<file path="config.mk">
export PLATFORM = sky130hd
export DESIGN_NAME = seq_detector_param
export DESIGN_NICKNAME = d
export VERILOG_FILES = /design/src/rtl/seq_det_pkg.sv /design/src/rtl/sat_counter.sv /design/src/rtl/seq_detector_param.sv
export SDC_FILE = /design/constraint.sdc
export NUM_CORES = 1
export LEC_CHECK = 0
export CORE_MARGIN = 3
export CORE_UTILIZATION = 45
export DETAILED_ROUTE_END_ITERATION = 10
export PLACE_DENSITY = 0.76
export SLEW_MARGIN = 20
export SYNTH_ARGS = -nofsm -noshare
export SYNTH_HDL_FRONTEND = slang
export SYNTH_SLANG_ARGS = --single-unit
</file>
<file path="constraint.sdc">
create_clock -name clk -period 2.2 [get_ports clk]
set_clock_uncertainty 0.15 [all_clocks]
set_input_delay 0.55 -clock clk [delete_from_list [all_inputs] [get_ports clk]]
set_output_delay 0.55 -clock clk [all_outputs]
set_load 0.02 [all_outputs]
</file>
<file path="src/rtl/seq_det_pkg.sv">
// seq_det_pkg: elaboration-time helpers for the parametrised sequence detector
package seq_det_pkg;
  localparam int MAX_LEN = 32;
  function automatic int state_w(input int len);
    return $clog2(len + 1);
  endfunction
  function automatic bit len_ok(input int len);
    return len >= 2 && len <= MAX_LEN;
  endfunction
  function automatic bit cnt_w_ok(input int w);
    return w >= 1 && w <= 32;
  endfunction
  // KMP transition: longest prefix of the pattern that is a suffix of (prefix_k, bit_in)
  function automatic int next_state(input logic [31:0] pattern, input int len, input int state,
                                    input logic bit_in, input logic overlap);
    int k, m, res;
    logic ok, sb;
    if (state > len) return 0;
    k = (state == len && !overlap) ? 0 : state;
    res = 0;
    for (int j = 1; j <= k + 1 && j <= len; j++) begin
      ok = 1'b1;
      for (int i = 0; i < j; i++) begin
        m = k + 1 - j + i;
        if (m < k) sb = pattern[len-1-m];
        else sb = bit_in;
        if (sb != pattern[len-1-i]) ok = 1'b0;
      end
      if (ok) res = j;
    end
    return res;
  endfunction
endpackage

</file>
<file path="src/rtl/sat_counter.sv">
// sat_counter: saturating up-counter with synchronous clear and async active-low reset
module sat_counter #(
  parameter int WIDTH = 8
) (
  input  logic             clk,
  input  logic             rst,
  input  logic             inc,
  input  logic             clr,
  output logic [WIDTH-1:0] count
);
  always_ff @(posedge clk or negedge rst)
    if (!rst) count <= '0;
    else if (clr) count <= '0;
    else if (inc && count != '1) count <= count + 1'b1;
endmodule

</file>
<file path="src/rtl/seq_detector_param.sv">
// seq_detector_param: Moore serial pattern detector with qualify enable and saturating match count
module seq_detector_param
  import seq_det_pkg::*;
#(
  parameter int                 PAT_LEN = 4,
  parameter logic [PAT_LEN-1:0] PATTERN = 4'b1011,
  parameter bit                 OVERLAP = 1'b1,
  parameter int                 CNT_W   = 8
) (
  input  logic                         clk,
  input  logic                         rst,
  input  logic                         en,
  input  logic                         d_in,
  input  logic                         clr_cnt,
  output logic                         d_out,
  output logic [CNT_W-1:0]             match_cnt,
  output logic [state_w(PAT_LEN)-1:0]  state_dbg
);
  localparam int                SW    = state_w(PAT_LEN);
  localparam logic [31:0]       PAT32 = 32'(PATTERN);
  localparam logic [SW-1:0]     MATCH = SW'(PAT_LEN);
  if (!len_ok(PAT_LEN)) begin : g_bad_len
    $error("PAT_LEN must be 2..32");
  end
  if (!cnt_w_ok(CNT_W)) begin : g_bad_cnt
    $error("CNT_W must be 1..32");
  end
  logic [SW-1:0] trans [2**SW][2];
  logic [SW-1:0] state, nxt;
  logic          inc;
  // Constant transition table; unreachable encodings fall back to S0
  for (genvar s = 0; s < 2**SW; s++) begin : g_st
    for (genvar b = 0; b < 2; b++) begin : g_bit
      localparam int T = next_state(PAT32, PAT_LEN, s, b == 1, OVERLAP);
      assign trans[s][b] = T[SW-1:0];
    end
  end
  always_comb begin
    nxt = en ? trans[state][d_in] : state;
    inc = en && nxt == MATCH;
  end
  always_ff @(posedge clk or negedge rst)
    if (!rst) state <= '0;
    else state <= nxt;
  assign d_out     = state == MATCH;
  assign state_dbg = state;
  sat_counter #(.WIDTH(CNT_W)) u_cnt (
    .clk  (clk),
    .rst  (rst),
    .inc  (inc),
    .clr  (clr_cnt),
    .count(match_cnt)
  );
endmodule

</file>
After elaboration in Yosys (flattened, before gate mapping)
Memory sizes are Yosys's and may differ from the RTL's. Index checks and enable logic that the tools add are counted.

Flip-flop bits (word level): 11. Bits in read-only memories: 48. Logic and storage cells: 22. Memories kept: 1. Input port bits: 5.

Memory list: (no name shown) (words 8, width 6, rd ports 1, clocked after memory_dff 0, write ports 0, line seq_detector_param.sv:39) `nxt = en ? trans[state][d_in] : state;`.

Add/subtract/negate cells: 1. Muxes and demuxes: 8. Magnitude comparators: 2. Bitwise logic cells: 2. Reduce and logical (&&, ||, !) cells: 3. Equality and inequality tests: 3.

Operators with widths (count): 8-bit two-way mux (2); 3-bit two-way mux (4); 6-bit two-way mux (2); 8-bit by 1-bit adder with 8-bit output (second input constant) (1); 8-bit != test (second input constant) (1); 3-bit equality test (second input constant) (2); 4-bit greater-or-equal comparator (second input constant) (1); 3-bit NOT with 4-bit output (1); 2-bit greater-or-equal comparator (second input constant) (1); 1-bit logical AND (2); 1-bit NOT with 2-bit output (1); 2-bit nonzero test (1).

Depth between registers and ports, before layout
Gate-level depths: netlist (run 1).

Depth in word-level cells: 13. Mapped depth: 5.

By module
A second synthesis (run 1) with hierarchy kept.

Cell total of the unflattened synthesis: 68. Area, all modules: 648.1 µm².

By module, submodules not included: sat_counter (area an instance 464.2 µm², instances 1, cells an instance 49); seq_detector_param (area an instance 183.9 µm², instances 1, cells an instance 19).

Least setup slack after synthesis (run 1)
Ideal clock, no wire load.

Path type: register to register. Start: register u_cnt.count[0]. End: register u_cnt.count[6]. Library setup time: 78 ps. Buffers on the path: 0. Cell stages (with the launch flop): 6. Period minus slack after synthesis: 1760 ps. Arrival: 1532 ps. Required time: 1972 ps. Setup slack: 440 ps. Path through: dfrtp_1 -> ha_1 -> nand3_1 -> o211ai_4 -> or4_1 -> a21oi_1.

Longest elaborated chain between the ends: 3.

Ends and longest elaborated chain: from (decl) (line sat_counter.sv:9) `output logic [WIDTH-1:0] count`; from (signal assigned) (line sat_counter.sv:14) `else if (inc && count != '1) count <= count + 1'b1;`; 8-bit by 1-bit adder with 8-bit output or 8-bit != test (tied branches) (line sat_counter.sv:14); 8-bit two-way mux or 1-bit logical AND (tied branches) (line sat_counter.sv:14); 8-bit two-way mux or 2-bit nonzero test (tied branches).

Parallel ways exist; a longest one is shown, timed or not. The select of a mux whose other input is x is not followed. A chain may end at the register's enable or synchronous reset.

Final worst setup path (run 1)
Start: register u_cnt.count[3]. End: output match_cnt[3].

RTL lines: to (decl) (line seq_detector_param.sv:16) `output logic [CNT_W-1:0] match_cnt,`.

No word-level cell between the ends.

==> results of run 1 <==
==> cell usage after synthesis (all sizes together) <==
cell and count:
xor2 3, and2 1, nand2 5, mux2i 2, or3 3, o221ai 1
o211ai 1, ha 1, a21oi 5, and4b 1, o21ai 4, inv 2
o2111ai 2, o31ai 1, a22o 2, buf 2, dfrtp 11, nand4 1
nand3 3, and3 1, nor2 7, or4 1
==> registers in the layout (all words and copies together), names as in the netlist <==
name,flops
state_dbg,3
u_cnt.count,8
==> kinds of logic after synthesis <==
| logic type | synth area share [%] |
|---|---|
| muxes | 3.27 |
| AOI/OAI and AO/OA | 20.4 |
| and+or+nand+nor | 22.0 |
| adders and majority gates | 2.04 |
| buffers and inverters | 3.06 |
| xor gates and xnor gates | 4.29 |
| DFF | 44.9 |
==> layout by cell type, fill, tap and decap left out, types with 2 or more instances in the layout <==
master,count
a21oi_1,5
buf_4,6
clkbuf_4,3
clkdlybuf4s50_1,14
dfrtp_1,11
inv_1,2
mux2i_1,2
nand2_1,5
nand3_1,3
nor2_1,7
o21ai_0,4
or3_1,3
xor2_1,3
==> metal layers <==
| metal | part of all wire [%] | vias to the layer above | wire length (um) |
|---|---|---|---|
| met5 | 0 | - | 0 |
| met4 | 2.3 | 0 | 33 |
| met3 | 7.3 | 4 | 103 |
| met2 | 43 | 20 | 615 |
| met1 | 47 | 243 | 663 |
| li1 | - | 267 | - |
==> through the flow <==
stage / instances / hold slack, ps
3_5_place_dp: 94 / 419
6_report: 98 / 435
2_1_floorplan: 60 / 104
5_1_grt: 98 / 484
4_1_cts: 98 / 439
3_3_place_gp: 94 / 409
==> how the worst max path moves through the flow <==
| stage | slack (ps) | start | end | cells after the start |
|---|---|---|---|---|
| finish | 70 | u_cnt.count[3] | match_cnt[3] | 1 |
| global route | 5 | u_cnt.count[3] | match_cnt[3] | 1 |
| CTS | 40 | state_dbg[0] | state_dbg[0] | 2 |
| detailed placement | -40 | d_in | u_cnt.count[5] | 5 |
| global placement | 40 | en | u_cnt.count[6] | 5 |
| floorplan | 440 | u_cnt.count[0] | u_cnt.count[6] | 5 |
==> layout make-up <==
| cell class | count | area (um^2) |
|---|---|---|
| fill | 91 | 334 |
| multi-input combinational | 45 | 319 |
| sequential | 11 | 275 |
| timing repair buffer | 22 | 206 |
| clock buffer | 4 | 26.3 |
| tap | 14 | 17.5 |
| inverter | 2 | 7.51 |
==> power breakdown <==
part           switching, mW  total [mW]  internal [mW]
registers             0.0172       0.238          0.221
clock network         0.0663       0.137         0.0703
logic                  0.105       0.200         0.0944
==> what timing repair did <==
item / 4_1_cts / 5_1_grt
cloned: 0 / 0
gates resized for setup: 1 / 1
endpoints found under the setup margin: 1 / 1
endpoints found under the hold margin: 0 / 0
==> impl_metrics.json, run 1 <==
{
  "grt_overflow": 0,
  "track_usage_pct": 17.4,
  "peakVddDrop_mv": 0.441,
  "fin_util_pct": 71.8,
  "cts_root_buf": "clkbuf_4",
  "path_clk_slew_ps": 60,
  "place_ws_ps": -44.3,
  "avgSynthCellArea_um2": 10.2,
  "cpPeakStageDelay_ps": 660,
  "timing.rr.end": "u_cnt.count[5]",
  "firstDrtPassIters": 4,
  "post-synth-top-area-cell": "dfrtp_1",
  "cts_sinks": 11,
  "end_kind": "output port",
  "antenna_found_initial": 0,
  "timing.slew.headroom_pct": 67.6,
  "synth_fp_nets": 66,
  "netlist.area_leader.share_pct": 44.9,
  "place_congestion": 0.745,
  "grt_pass1_wl_um": 2330,
  "status": "complete, no violations",
  "syn_inst": 60,
  "cts_setup_buffers": 0,
  "num_vias": 534,
  "period_minus_slack_ps": 2130,
  "cts_buffers": 3,
  "critPathLaunchType": "register",
  "grt_max_degree": 12,
  "ff2ff_path_depth": 5,
  "grt_setup_unrepaired": "no",
  "slew_violations": 0,
  "worst-r2r-setup-slack_ps": 450,
  "finalPower_uw": 575,
  "drt-initial-drc-count": 13,
  "worstPathRequired_ps": 1500,
  "holdPathEnd": "u_cnt.count[1]",
  "routed_wl_um": 1420,
  "worstSetupPathType": "reg2out",
  "syn2layout_area_growth_pct": 39.0,
  "fp.dieW_um": 42.9,
  "finalHoldViolations": 0,
  "arrival_ps": 1430,
  "postPlaceCellArea_um2": 825,
  "viasPerCell": 5.45,
  "rows": 12,
  "top_usage_layer": "met1",
  "insertion_delay_ps": 270,
  "tightest_slew_ps": 484,
  "power_density_nw_per_um2": 674,
  "die_h_um": 42.9,
  "fmax_mhz": 469,
  "cpMaxStageDelayCell": "clkdlybuf4s50_1",
  "core_area_um2": 1190,
  "initial_core_util_pct": 51.7,
  "synth_cell_types": 25,
  "met1_usage_pct": 23.4,
  "use_met3_pct": 7.20,
  "layout_setup_ws_ps": 69.1,
  "crit_family": "buffers and inverters",
  "htreeDepth": 1,
  "yosysWarningCount": 0,
  "fin_area_um2": 852,
  "die-area_um2": 1840,
  "leakagePower_nw": 0.383,
  "clockBufferDepth": 2,
  "hold_buffers": 0,
  "layout.nets": 91,
  "io_buffers": 16,
  "hold_depth": 2,
  "drc": 0,
  "ys_seq_elements": 11,
  "yosysSeqAreaShare_pct": 44.9,
  "drive_above_1_share_pct": 17.9,
  "max_cap_violations": 0,
  "setup_violations": 0,
  "place.detailed.hpwl_um": 1100,
  "cp_max_fo": 6,
  "antenna_cells": 0,
  "antenna_left": 0,
  "wl_per_cell_um": 14.4,
  "ios": 17,
  "synth_area_um2": 613,
  "grt_pass1_vias": 490,
  "worstHoldStart": "u_cnt.count[1]",
  "hold_class": "reg2reg",
  "period_share_pct": 96.9,
  "cp_cell_sequence": "clkdlybuf4s50_1",
  "ys_top_cells_by_area": "dfrtp_1, nor2_1, xor2_1, a21oi_1, nand4_4",
  "use_met2_pct": 23.1,
  "critPathBufInv": 1,
  "r2r_start": "u_cnt.count[0]",
  "tns_ps": 0,
  "cts_tree": "done"
}
No activity file was read; power rests on OpenSTA's default activity.
==> inputs of run 2 (changes only) <==
- SLEW_MARGIN: 20 -> 0
==> results of run 2 <==
Same layout as run 1: the final DEF is identical, and so are final timing and power.
